$ cat src/rtl/serial_paralelo_azul_pkg.sv
// ============================================================================
// Module   : serial_paralelo_azul_pkg
// Brief    : Shared constants and state encoding for the azul serial receiver
// Revision : 1.0 - initial release
// ============================================================================
`default_nettype none

package serial_paralelo_azul_pkg;

  // Idle/alignment symbol, shared with the transmitter's idle insertion.
  localparam logic [7:0] COM_BYTE = 8'hBC;
  localparam int unsigned ALIGN_COUNT_DEFAULT = 4;

  typedef enum logic [1:0] {
    HUNT   = 2'd0,
    ALIGN  = 2'd1,
    LOCKED = 2'd2
  } state_e;

endpackage

`default_nettype wire

$ cat src/rtl/serial_paralelo_azul_com_detect.sv
// ============================================================================
// Module   : serial_paralelo_azul_com_detect
// Brief    : 8-bit comparator flagging the COM idle symbol
// Revision : 1.0 - initial release
// ============================================================================
`default_nettype none

module serial_paralelo_azul_com_detect #(
  parameter logic [7:0] COM_BYTE = serial_paralelo_azul_pkg::COM_BYTE
) (
  input  logic [7:0] byte_i,
  output logic       is_com_o
);

  assign is_com_o = (byte_i == COM_BYTE);

endmodule

`default_nettype wire

$ cat src/rtl/serial_paralelo_azul.sv
// ============================================================================
// Module   : serial_paralelo_azul
// Brief    : Serial-to-parallel receiver with COM-based byte alignment
// Revision : 1.0 - initial release
// ============================================================================
`default_nettype none

module serial_paralelo_azul #(
  parameter logic [7:0]  COM_BYTE    = serial_paralelo_azul_pkg::COM_BYTE,
  parameter int unsigned ALIGN_COUNT = serial_paralelo_azul_pkg::ALIGN_COUNT_DEFAULT
) (
  input  logic       clk32_f,
  input  logic       reset,
  input  logic       data_in,
  output logic [7:0] data_out,
  output logic       valid_out,
  output logic       byte_strobe,
  output logic       active
);

  import serial_paralelo_azul_pkg::*;

  localparam logic [3:0] ALIGN_CNT = 4'(ALIGN_COUNT);

  // Seven history bits suffice: the oldest bit of the window is shifted out
  // on the same edge the new bit arrives.
  logic [6:0] hist_q;
  logic [7:0] next_sr;
  logic [2:0] bit_cnt_q, bit_cnt_d;
  logic [3:0] com_cnt_q, com_cnt_d;
  state_e     state_q, state_d;
  logic [7:0] data_q, data_d;
  logic       valid_q, valid_d;
  logic       strobe_q, strobe_d;
  logic       is_com;
  logic       boundary;

  assign next_sr  = {hist_q, data_in};
  assign boundary = (bit_cnt_q == 3'd7);

  serial_paralelo_azul_com_detect #(
    .COM_BYTE (COM_BYTE)
  ) u_com_detect (
    .byte_i   (next_sr),
    .is_com_o (is_com)
  );

  always_ff @(posedge clk32_f or posedge reset) begin
    if (reset) begin
      hist_q    <= '0;
      bit_cnt_q <= '0;
      com_cnt_q <= '0;
      state_q   <= HUNT;
      data_q    <= '0;
      valid_q   <= 1'b0;
      strobe_q  <= 1'b0;
    end else begin
      hist_q    <= next_sr[6:0];
      bit_cnt_q <= bit_cnt_d;
      com_cnt_q <= com_cnt_d;
      state_q   <= state_d;
      data_q    <= data_d;
      valid_q   <= valid_d;
      strobe_q  <= strobe_d;
    end
  end

  always_comb begin
    state_d   = state_q;
    bit_cnt_d = bit_cnt_q + 3'd1;
    com_cnt_d = com_cnt_q;
    data_d    = data_q;
    valid_d   = valid_q;
    strobe_d  = 1'b0;
    case (state_q)
      HUNT: begin
        valid_d = 1'b0;
        // Sliding compare: any bit position may start a byte.
        if (is_com) begin
          bit_cnt_d = 3'd0;
          com_cnt_d = 4'd1;
          state_d   = ALIGN;
        end
      end
      ALIGN: begin
        valid_d = 1'b0;
        if (boundary) begin
          if (is_com) begin
            com_cnt_d = com_cnt_q + 4'd1;
            if (com_cnt_q + 4'd1 == ALIGN_CNT) begin
              state_d = LOCKED;
            end
          end else begin
            com_cnt_d = 4'd0;
            state_d   = HUNT;
          end
        end
      end
      LOCKED: begin
        if (boundary) begin
          data_d   = next_sr;
          valid_d  = !is_com;
          strobe_d = 1'b1;
        end
      end
      default: begin
        state_d = HUNT;
      end
    endcase
  end

  assign data_out    = data_q;
  assign valid_out   = valid_q;
  assign byte_strobe = strobe_q;
  assign active      = (state_q == LOCKED);

endmodule

`default_nettype wire

$ cat config.mk
export PLATFORM = sky130hd
export DESIGN_NAME = serial_paralelo_azul
export DESIGN_NICKNAME = d
export VERILOG_FILES = /design/src/rtl/serial_paralelo_azul_pkg.sv /design/src/rtl/serial_paralelo_azul_com_detect.sv /design/src/rtl/serial_paralelo_azul.sv
export SDC_FILE = /design/constraint.sdc
export NUM_CORES = 1
export LEC_CHECK = 0
export ABC_AREA = 0
export CAP_MARGIN = 30
export CORE_MARGIN = 5
export CORE_UTILIZATION = 53
export CTS_CLUSTER_DIAMETER = 40
export CTS_CLUSTER_SIZE = 28
export DETAILED_ROUTE_END_ITERATION = 10
export GPL_ROUTABILITY_DRIVEN = 0
export PLACE_DENSITY_LB_ADDON = 0.08
export RECOVER_POWER = 100
export SKIP_CTS_REPAIR_TIMING = 1
export SLEW_MARGIN = 0
export SYNTH_ARGS = -nofsm -noshare
export SYNTH_HDL_FRONTEND = slang
export SYNTH_HIERARCHICAL = 1
export SYNTH_SLANG_ARGS = --single-unit
export TNS_END_PERCENT = 30
$ cat constraint.sdc
create_clock -name clk32_f -period 2.2 [get_ports clk32_f]
set_clock_uncertainty 0.2 [all_clocks]
set_input_delay 0.44 -clock clk32_f [delete_from_list [all_inputs] [get_ports clk32_f]]
set_output_delay 0.44 -clock clk32_f [all_outputs]
set_load 0.03 [all_outputs]
==> metrics.md, run 1 <==
| Metric | Value |
|---|---|
| Layout net count | 112 |
| Max-Cap Viols | 0 |
| Initial antenna violation count | 0 |
| Compound-Gate Fraction of Synth Area | 9.41% |
| Cell count after synthesis | 86 |
| Crit start category | flip-flop |
| Worst Max-Slew Pin Slew | around 1.3 ns |
| Routed wire length | slightly below 2 mm |
| DR pass1 iterations | 4 |
| Commonest non-fill, non-tap cell in the layout | dfrtp_1 |
| # fillers | approximately 150 |
| Overflow after GRT | 0 |
| DIE AREA | 3130 um^2 |
| Crit path largest cell delay | 0.75 ns |
| 1st-iter DRT viols | 7 |
| ANT cells | 0 |
| Initial Util | 56.4% |
| Critical path class | flip-flop to output pin |
| Post-synthesis mux area share | approximately a tenth |
| CTS H-Tree Depth | 1 |
| Layout cells sized above 1 | 10.6% |
| Critical path peak fanout | 2 |
| Slew HR | 11.0% |
| Pleak | 0.626 nW |
| Max Fclk | 484 MHz |
| I/O pin total | 14 |
| Fraction of the mapped netlist area in simple logic gates | 12.8% |
| CP cell instances | dlygate4sd3_1 |
| Xor/xnor share of the synthesized area | 0.784% |
| Pin count of the biggest net entering global routing | 27 |
| Number of port buffers | 13 |
| # clock sinks | 26 |
| Placed cell areas | 1290 um^2 |
| Remaining antenna violation count after routing | 0 |
| DRC errors left | 0 |
| Final hold violation count | 0 |
| YS warnings | 6 |
| Pre-CTS setup slack | 0.0592 ns |
| First-pass GRT wire length | 3.54 mm |
| Sequential share of the synthesized area | between 50% and 60% |
| Die width | 55.9 um |
| Routed wire per std cell | 15.2 um |
| Vias in the first global route | 728 |
| Design Area, Final | 1300 um^2 |
| Via-to-Cell Ratio | 5.31 |
| Yosys cell types | 30 |
| RSZ-0062 raised after global routing | no |
| Core area | 1980 um^2 |
| GR Util All Layers | 14.6% |
| Syn_area_per_cell | ~13 um^2 |
| Fin crit share | between 90% and 100% |
| Max VDD drop | 0.475 mV |
| TritonCTS Buffers | 3 |
| Crit path buffers/inverters | 1 |
| Hold_ws | 0.213 ns |
| Die H | around 56 um |
| Area grow syn2layout | 16.1% |
| FF+latch area | 651 um^2 |
| Critical path's slowest cell | dlygate4sd3_1 |
| Vias | a little under 700 |
| FF+latch count, synth | 26 |
| Critical Path AT | approximately 1.4 ns |
| Synth top area share | 58.2% |
| Most frequent cells in the layout | dfrtp_1 (26), dlygate4sd3_1 (8), mux2_1 (7), o21ai_0 (6), nand2_1 (5) |
| Synth Net Count | just over 90 |
| Clock Pin Slew Worst Setup and Hold Paths | 0.14 ns |
| Hold Crit Class | flip-flop to flip-flop |
| Crit. End Element | output pin |
| Insertion delay to the later sink of the worst-skew pair | 0.32 ns |
| CP delay by family, top | buffers and inverters |
| Clk buf depth | 2 |
| Final setup fails | 0 |
| Mapped Area | 1120 um^2 |
| Post-Synth Adder-Cell Area | 4.48% |
| Synth top area cells | dfrtp_1 (58%), mux2_4 (9.4%), ha_1 (4.5%) |
| Yosys top cell by area | dfrtp_1 |
| Largest family of logic cells by synthesized area | simple AND/OR/NAND/NOR gates |
| Status | finished, final reports clean |
| Multi-input gate area | 388 um^2 |
| Final min period | around 2.1 ns |
| TritonCTS clock tree | done |
| Hpwl dp | between 1 and 1.5 mm |
| Power per cell area | 759 nW/um^2 |
| Slew Viols, Final | 0 |
| CP Data Required Time | 1.56 ns |
| Cell row count | 16 |
| Clk root buf | clkbuf_4 |
| Post-route setup slack | 0.133 ns |
-- per-layer routing --
metal,up-vias,global-route usage (%),part of all wire (%)
met5,-,0,0
li1,340,-,-
met1,341,18.4,48
met3,2,3.71,4.2
met4,0,6.44,0.35
met2,13,23.6,48
-- where the power goes --
group          total (mW)  internal, mW  switching [mW]
registers           0.550         0.516          0.0336
logic               0.111        0.0518          0.0596
clock network       0.324         0.184           0.140
total               0.985         0.752           0.233
-- sequential cells by signal (all words and copies together), names as in the netlist --
| name | count |
|---|---|
| data_out | 8 |
| hist_q | 7 |
| com_cnt_q | 4 |
| bit_cnt_q | 3 |
| state_q | 2 |
| byte_strobe | 1 |
| valid_out | 1 |
-- Yosys cell counts --
library cell / n
buf_6: 1
o21bai_1: 2
a31o_2: 1
mux2_2: 1
xnor2_1: 1
a32o_1: 1
clkbuf_2: 1
nor2_1: 3
a21oi_1: 3
nor2b_1: 4
nor4b_1: 1
buf_2: 1
inv_1: 4
nor3_1: 1
and2b_1: 1
nand2_2: 1
nand4_1: 1
nor4_2: 1
o21ai_0: 6
nand2_1: 4
ha_1: 4
nand3_1: 3
mux2_4: 7
nor2b_4: 1
nand4b_1: 1
a211o_1: 1
nand3b_1: 1
dfrtp_1: 26
buf_4: 1
a22o_1: 2
-- final cells by class --
class,instances,area share (%)
sequential,26,50.1
multi-input combinational,52,29.9
timing repair buffer,18,12.2
tap,27,2.60
clock inverter,1,2.31
clock buffer,3,1.74
inverter,4,1.16
-- worst paths after layout --
| check | from | to | slack [ns] | cells after the start |
|---|---|---|---|---|
| worst min register to register | hist_q[1] | hist_q[2] | 0.21 | 0 |
| min in group asynchronous | reset | hist_q[6] | 0.65 | 3 |
| worst max register to register | bit_cnt_q[0] | data_out[0] | 0.33 | 4 |
| max in group asynchronous | reset | com_cnt_q[3] | 0.37 | 3 |
| worst min-delay path | hist_q[1] | hist_q[2] | 0.21 | 0 |
| worst max-delay path | data_out[1] | data_out[1] | 0.13 | 1 |
-- stage by stage --
stage / cells / TNS, ns / power, mW / utilization, %
CTS: 131 / -0.0460 / 1.00 / 67.7
detailed placement: 127 / 0 / 0.675 / 65.1
global placement: 127 / 0 / 0.666 / 65.1
floorplan: 86 / 0 / 0.633 / -
finish: 131 / 0 / 0.985 / 65.5
global route: 131 / 0 / 1.04 / 65.5
-- cells by family (layout without fill, tap and decap cells) --
kind of cell               count (synthesis)  after routing
muxes                                      8              8
DFF                                       26             26
AOI/OAI and AO/OA                         16             16
xor gates and xnor gates                   1              1
buffers and inverters                      8             26
and+or+nand+nor                           23             23
adders and majority gates                  4              4
Note: power is estimated with default switching activity, not from simulation.
==> run 2, diff against run 1 <==
--- a/config.mk
+++ b/config.mk
@@ -10,3 +10,3 @@
 export CORE_MARGIN = 5
-export CORE_UTILIZATION = 53
+export CORE_UTILIZATION = 57
 export CTS_CLUSTER_DIAMETER = 40
==> constraint.sdc (replaced) <==
create_clock -name clk32_f -period 2.7 [get_ports clk32_f]
set_clock_uncertainty 0.2 [all_clocks]
set_input_delay 0.54 -clock clk32_f [delete_from_list [all_inputs] [get_ports clk32_f]]
set_output_delay 0.54 -clock clk32_f [all_outputs]
set_load 0.02 [all_outputs]
==> metrics.md, run 2 (synthesis results as in run 1) <==
| Metric | Value |
|---|---|
| Initial antenna violation count | 0 (unchanged) |
| Cell row count | 16 (unchanged) |
| Max VDD drop | 0.434 mV (-8.5%) |
| Core Util, Final | 66.3% (+0.81 points) |
| First-pass GRT wire length | 3.08 mm (-13%) |
| ANT cells | 0 (unchanged) |
| I/O pin total | 14 (unchanged) |
| Crit start category | flip-flop |
| CP delay by family, top | buffers and inverters |
| RSZ-0062 raised after global routing | no |
| Crit path buffers/inverters | 1 (unchanged) |
| Via-to-Cell Ratio | 5.35 (+0.63%) |
| Remaining antenna violation count after routing | 0 (unchanged) |
| TritonCTS Buffers | 3 (unchanged) |
| Initial Util | 58.1% (+1.8 points) |
| Max Fclk | 411 MHz |
| Power per cell area | 617 nW/um^2 (-19%) |
| TritonCTS clock tree | done |
| Critical Path AT | 1.69 ns (+0.26 ns) |
| TNS Setup | 0 ns (unchanged) |
| Critical path class | flip-flop to output pin |
| Max-Cap Viols | 0 (unchanged) |
| Clk root buf | clkbuf_4 |
| Fin crit share | 90.0% |
| DIE AREA | 2950 um^2 (-5.8%) |
| GR Util All Layers | 14.7% (+0.055 points) |
| Final setup fails | 0 (unchanged) |
| Pre-CTS setup slack | 0.337 ns (+0.278 ns) |
| Layout cells sized above 1 | 7.00% (-3.6 points) |
| CP Data Required Time | 1.96 ns (+0.40 ns) |
| # clock sinks | 26 (unchanged) |
| Worst Max-Slew Pin Slew | 1.30 ns (-0.0393 ns) |
| Insertion delay to the later sink of the worst-skew pair | 0.31 ns (about the same) |
| Slew HR | 13.6% (+2.6 points) |
| Finished Layout Cells | 127 (-3.1%) |
| Clock Pin Slew Worst Setup and Hold Paths | 0.13 ns (about the same) |
| Die width | 54.3 um (-2.9%) |
| Core area | 1920 um^2 (-3.0%) |
| Layout net count | 108 (-3.6%) |
| Area grow syn2layout | 14.0% |
| Status | finished, final reports clean |
| 1st-iter DRT viols | 9 (+2) |
| CTS H-Tree Depth | 1 (unchanged) |
| CP cell instances | nor2b_4 -> dlygate4sd3_1 |
| Slew Viols, Final | 0 (unchanged) |
| Hold Crit Class | flip-flop to flip-flop |
| Routed wire per std cell | 13.9 um (-8.3%) |
| Vias in the first global route | 669 (-8.1%) |
| Post-route setup slack | 0.269 ns (+0.136 ns) |
| Routed wire length | 1.77 mm (-11%) |
| Clk buf depth | 2 (unchanged) |
| DR pass1 iterations | 5 (+1) |
| Vias | 679 (-2.4%) |
| Hold_ws | 0.215 ns (+0.00196 ns) |
| DRC errors left | 0 (unchanged) |
| Dpl cells | 123 (-3.1%) |
| Pin count of the biggest net entering global routing | 27 (unchanged) |
| Crit path largest cell delay | 0.68 ns (-0.07 ns) |
| Final hold violation count | 0 (unchanged) |
| Final min period | between 2 and 2.5 ns |
| Pleak | 0.618 nW (-1.3%) |
| Max reg flops | 8 (unchanged) |
| Most frequent cells in the layout | dfrtp_1 (26), dlygate4sd3_1 (13), mux2_1 (7), o21ai_0 (6), nand2_1 (5) |
| Critical path peak fanout | 9 (+7) |
| Overflow after GRT | 0 (unchanged) |
| Crit. End Element | output pin |
| Hpwl dp | 1.27 mm (-6.1%) |
| Critical path's slowest cell | dlygate4sd3_1 |
| Die H | 54.3 um (-2.9%) |
| Commonest non-fill, non-tap cell in the layout | dfrtp_1 |
| Number of port buffers | 13 (unchanged) |
==> run 2: where the power goes <==
part           switching (mW)  leakage (nW)  internal (mW)
Sequential             0.0294         0.336          0.421
Clock                   0.110        0.0279          0.150
Combinational          0.0411         0.254         0.0347
==> run 2: stage by stage <==
stage	power, mW	cell area, um^2
after global routing	0.839	1270
final	0.786	1270
after global placement	0.534	1260
after CTS	0.802	1310
after detailed placement	0.537	1260
after floorplan	0.515	1120
==> run 2: worst paths after layout <==
kind                             from           end  slack (ns)  depth (start not counted)
max                        state_q[0]        active        0.27                          2
min                         hist_q[2]     hist_q[3]        0.21                          0
max reg2reg                 hist_q[5]  com_cnt_q[1]        0.59                          6
min reg2reg                 hist_q[2]     hist_q[3]        0.21                          0
max in group asynchronous       reset     hist_q[2]        0.68                          3
min in group asynchronous       reset   data_out[4]        0.87                          3
==> run 2: final cells by class <==
| class | instances | area, um^2 |
|---|---|---|
| timing repair buffer | 14 | 134 |
| sequential | 26 | 651 |
| multi-input combinational | 52 | 388 |
| clock buffer | 3 | 22.5 |
| clock inverter | 1 | 30.0 |
| inverter | 4 | 15.0 |
| tap | 27 | 33.8 |
| fill | 167 | 648 |
==> run 2: per-layer routing <==
layer	share of wire [%]	up-vias	GRT usage, %
met5	0	-	0
met4	1.1	0	4.98
met3	5.6	2	3.27
met2	44	27	21.3
met1	49	318	21.6
li1	-	332	-
==> run 3, diff against run 2 <==
- GPL_TIMING_DRIVEN: unset -> 0
==> metrics.md, run 3 (synthesis results as in run 1) <==
| Metric | Value |
|---|---|
| Status | finished, final reports clean |
| Max reg flops | 8 (unchanged) |
| Insertion delay to the later sink of the worst-skew pair | 0.33 ns (+0.02 ns) |
| Slew Viols, Final | 0 (unchanged) |
| Crit Reg-Reg Endpoint | data_out[4] |
| Critical path class | flip-flop to output pin |
| Routed wire length | 1.94 mm (+9.6%) |
| Commonest non-fill, non-tap cell in the layout | dfrtp_1 |
| Worst hold start | hist_q[2] |
| R2R cell count | 6 (unchanged) |
| DIE AREA | 2950 um^2 (unchanged) |
| Hpwl dp | 1.39 mm (+9.4%) |
| Vias in the first global route | 695 (+3.9%) |
| I/O pin total | 14 (unchanged) |
| Total power | 793 uW (+0.88%) |
| CP Data Required Time | 1.96 ns (about the same) |
| # fillers | 158 (-5.4%) |
| Clk root buf | clkbuf_4 |
| Most frequent cells in the layout | dfrtp_1 (26), dlygate4sd3_1 (13), mux2_1 (7), o21ai_0 (6) |
| Max Fclk | 403 MHz (-2.1%) |
| TritonCTS Buffers | 3 (unchanged) |
| Number of port buffers | 13 (unchanged) |
| CTS H-Tree Depth | 1 (unchanged) |
| Final setup fails | 0 (unchanged) |
| # clock sinks | 26 (unchanged) |
| Slew HR | 37.2% (+24 points) |
| Pin count of the biggest net entering global routing | 27 (unchanged) |
| Initial Util | 58.1% (unchanged) |
| GR Util All Layers | 16.0% (+1.4 points) |
| Layout cells sized above 1 | 9.71% (+2.7 points) |
| Critical Path AT | 1.74 ns (+0.05 ns) |
| RSZ-0062 raised after global routing | no |
| Layout net count | 111 (+2.8%) |
| Overflow after GRT | 0 (unchanged) |
| Die width | 54.3 um (unchanged) |
| Initial antenna violation count | 0 (unchanged) |
| Clock Pin Slew Worst Setup and Hold Paths | 0.14 ns (about the same) |
| Design Area, Final | 1290 um^2 (+1.3%) |
| Clk buf depth | 2 (unchanged) |
| Worst Hold Depth | 0 (unchanged) |
| Cell row count | 16 (unchanged) |
| TNS Setup | 0 ns (unchanged) |
| Hold endpoint | hist_q[3] |
| Core area | 1920 um^2 (unchanged) |
| Die H | 54.3 um (unchanged) |
| First-pass GRT wire length | 3.27 mm (+6.3%) |
| Via-to-Cell Ratio | 5.46 (+2.2%) |
| DR pass1 iterations | 4 (-1) |
| Fin crit share | 92.0% (+1.9 points) |
| Hold Crit Class | flip-flop to flip-flop |
| 1st-iter DRT viols | 4 (-5) |
| Final min period | 2.48 ns (+0.0523 ns) |
| Final hold violation count | 0 (unchanged) |
| Max-Cap Viols | 0 (unchanged) |
| Routed wire per std cell | 14.9 um (+7.0%) |
| R2r setup slk | 0.47 ns (-0.12 ns) |
| Pleak | 0.630 nW (+2.0%) |
| Vias | 710 (+4.6%) |
| Crit. End Element | output pin |
| Crit start category | flip-flop |
| DRC errors left | 0 (unchanged) |
| TritonCTS clock tree | done |
| Placed cell areas | 1280 um^2 (+1.7%) |
| Area grow syn2layout | 15.5% |
| Worst Max-Slew Pin Slew | 0.941 ns (-0.355 ns) |
| ANT cells | 0 (unchanged) |
| Critical path peak fanout | 8 (-1) |
| Power per cell area | 615 nW/um^2 (-0.39%) |
| Max VDD drop | 0.591 mV (+36%) |
| Worst r2r src | bit_cnt_q[0] |
| Remaining antenna violation count after routing | 0 (unchanged) |
==> run 3: cell types whose count changed in the layout (fill, tap and decap cells not counted) <==
cell      delta
buf_2        +1
nand2_1      -1
clkbuf_1     +1
nand2_2      +1
clkbuf_2     +1
==> run 3: final cells by class <==
class / count / area, um^2 / area share (%)
sequential: 26 / 651 / 50.4
multi-input combinational: 52 / 390 / 30.3
timing repair buffer: 13 / 130 / 10.1
clock inverter: 1 / 30.0 / 2.33
clock buffer: 3 / 22.5 / 1.75
buffer: 4 / 17.5 / 1.36
inverter: 4 / 15.0 / 1.16
tap: 27 / 33.8 / 2.62
==> run 3: per-layer routing <==
metal / share of wire (%) / vias to the layer above / track usage (%)
met5: 0 / - / 0
met4: 1.5 / 0 / 6.22
met3: 3.5 / 2 / 3.27
met2: 47 / 18 / 25.3
met1: 48 / 355 / 21.7
li1: - / 335 / -
==> run 3: how the worst max path moves through the flow <==
| stage | from | to | slack, ns | cells after the start |
|---|---|---|---|---|
| 2_1_floorplan | data_in | com_cnt_q[1] | 1.0 | 5 |
| 3_3_place_gp | data_in | com_cnt_q[1] | 0.34 | 6 |
| 3_5_place_dp | data_in | com_cnt_q[1] | 0.32 | 6 |
| 4_1_cts | state_q[1] | active | 0.29 | 2 |
| 5_1_grt | data_in | com_cnt_q[1] | 0.12 | 6 |
| 6_report | state_q[1] | active | 0.22 | 2 |
==> run 3: metrics by stage <==
step           instances  worst slack (ns)  hold slack (ns)  utilization [%]
6_report             130             0.217            0.221             67.1
5_1_grt              130             0.120            0.243             67.1
4_1_cts              130             0.289            0.225             69.4
3_5_place_dp         126             0.320            0.182             66.7
3_3_place_gp         126             0.343            0.184             66.7
2_1_floorplan         86             0.996            0.162                -
==> run 3: worst max-delay path, stage by stage (launching register included) <==
cell           delay [ns]
dfrtp_1              0.50
nor2b_4              0.23
dlygate4sd3_1        0.69
==> run 3: power breakdown <==
| group | leakage, nW | internal (mW) | switching, mW |
|---|---|---|---|
| clock | 0.0279 | 0.150 | 0.117 |
| combinational | 0.266 | 0.0353 | 0.0467 |
| sequential | 0.336 | 0.421 | 0.0234 |
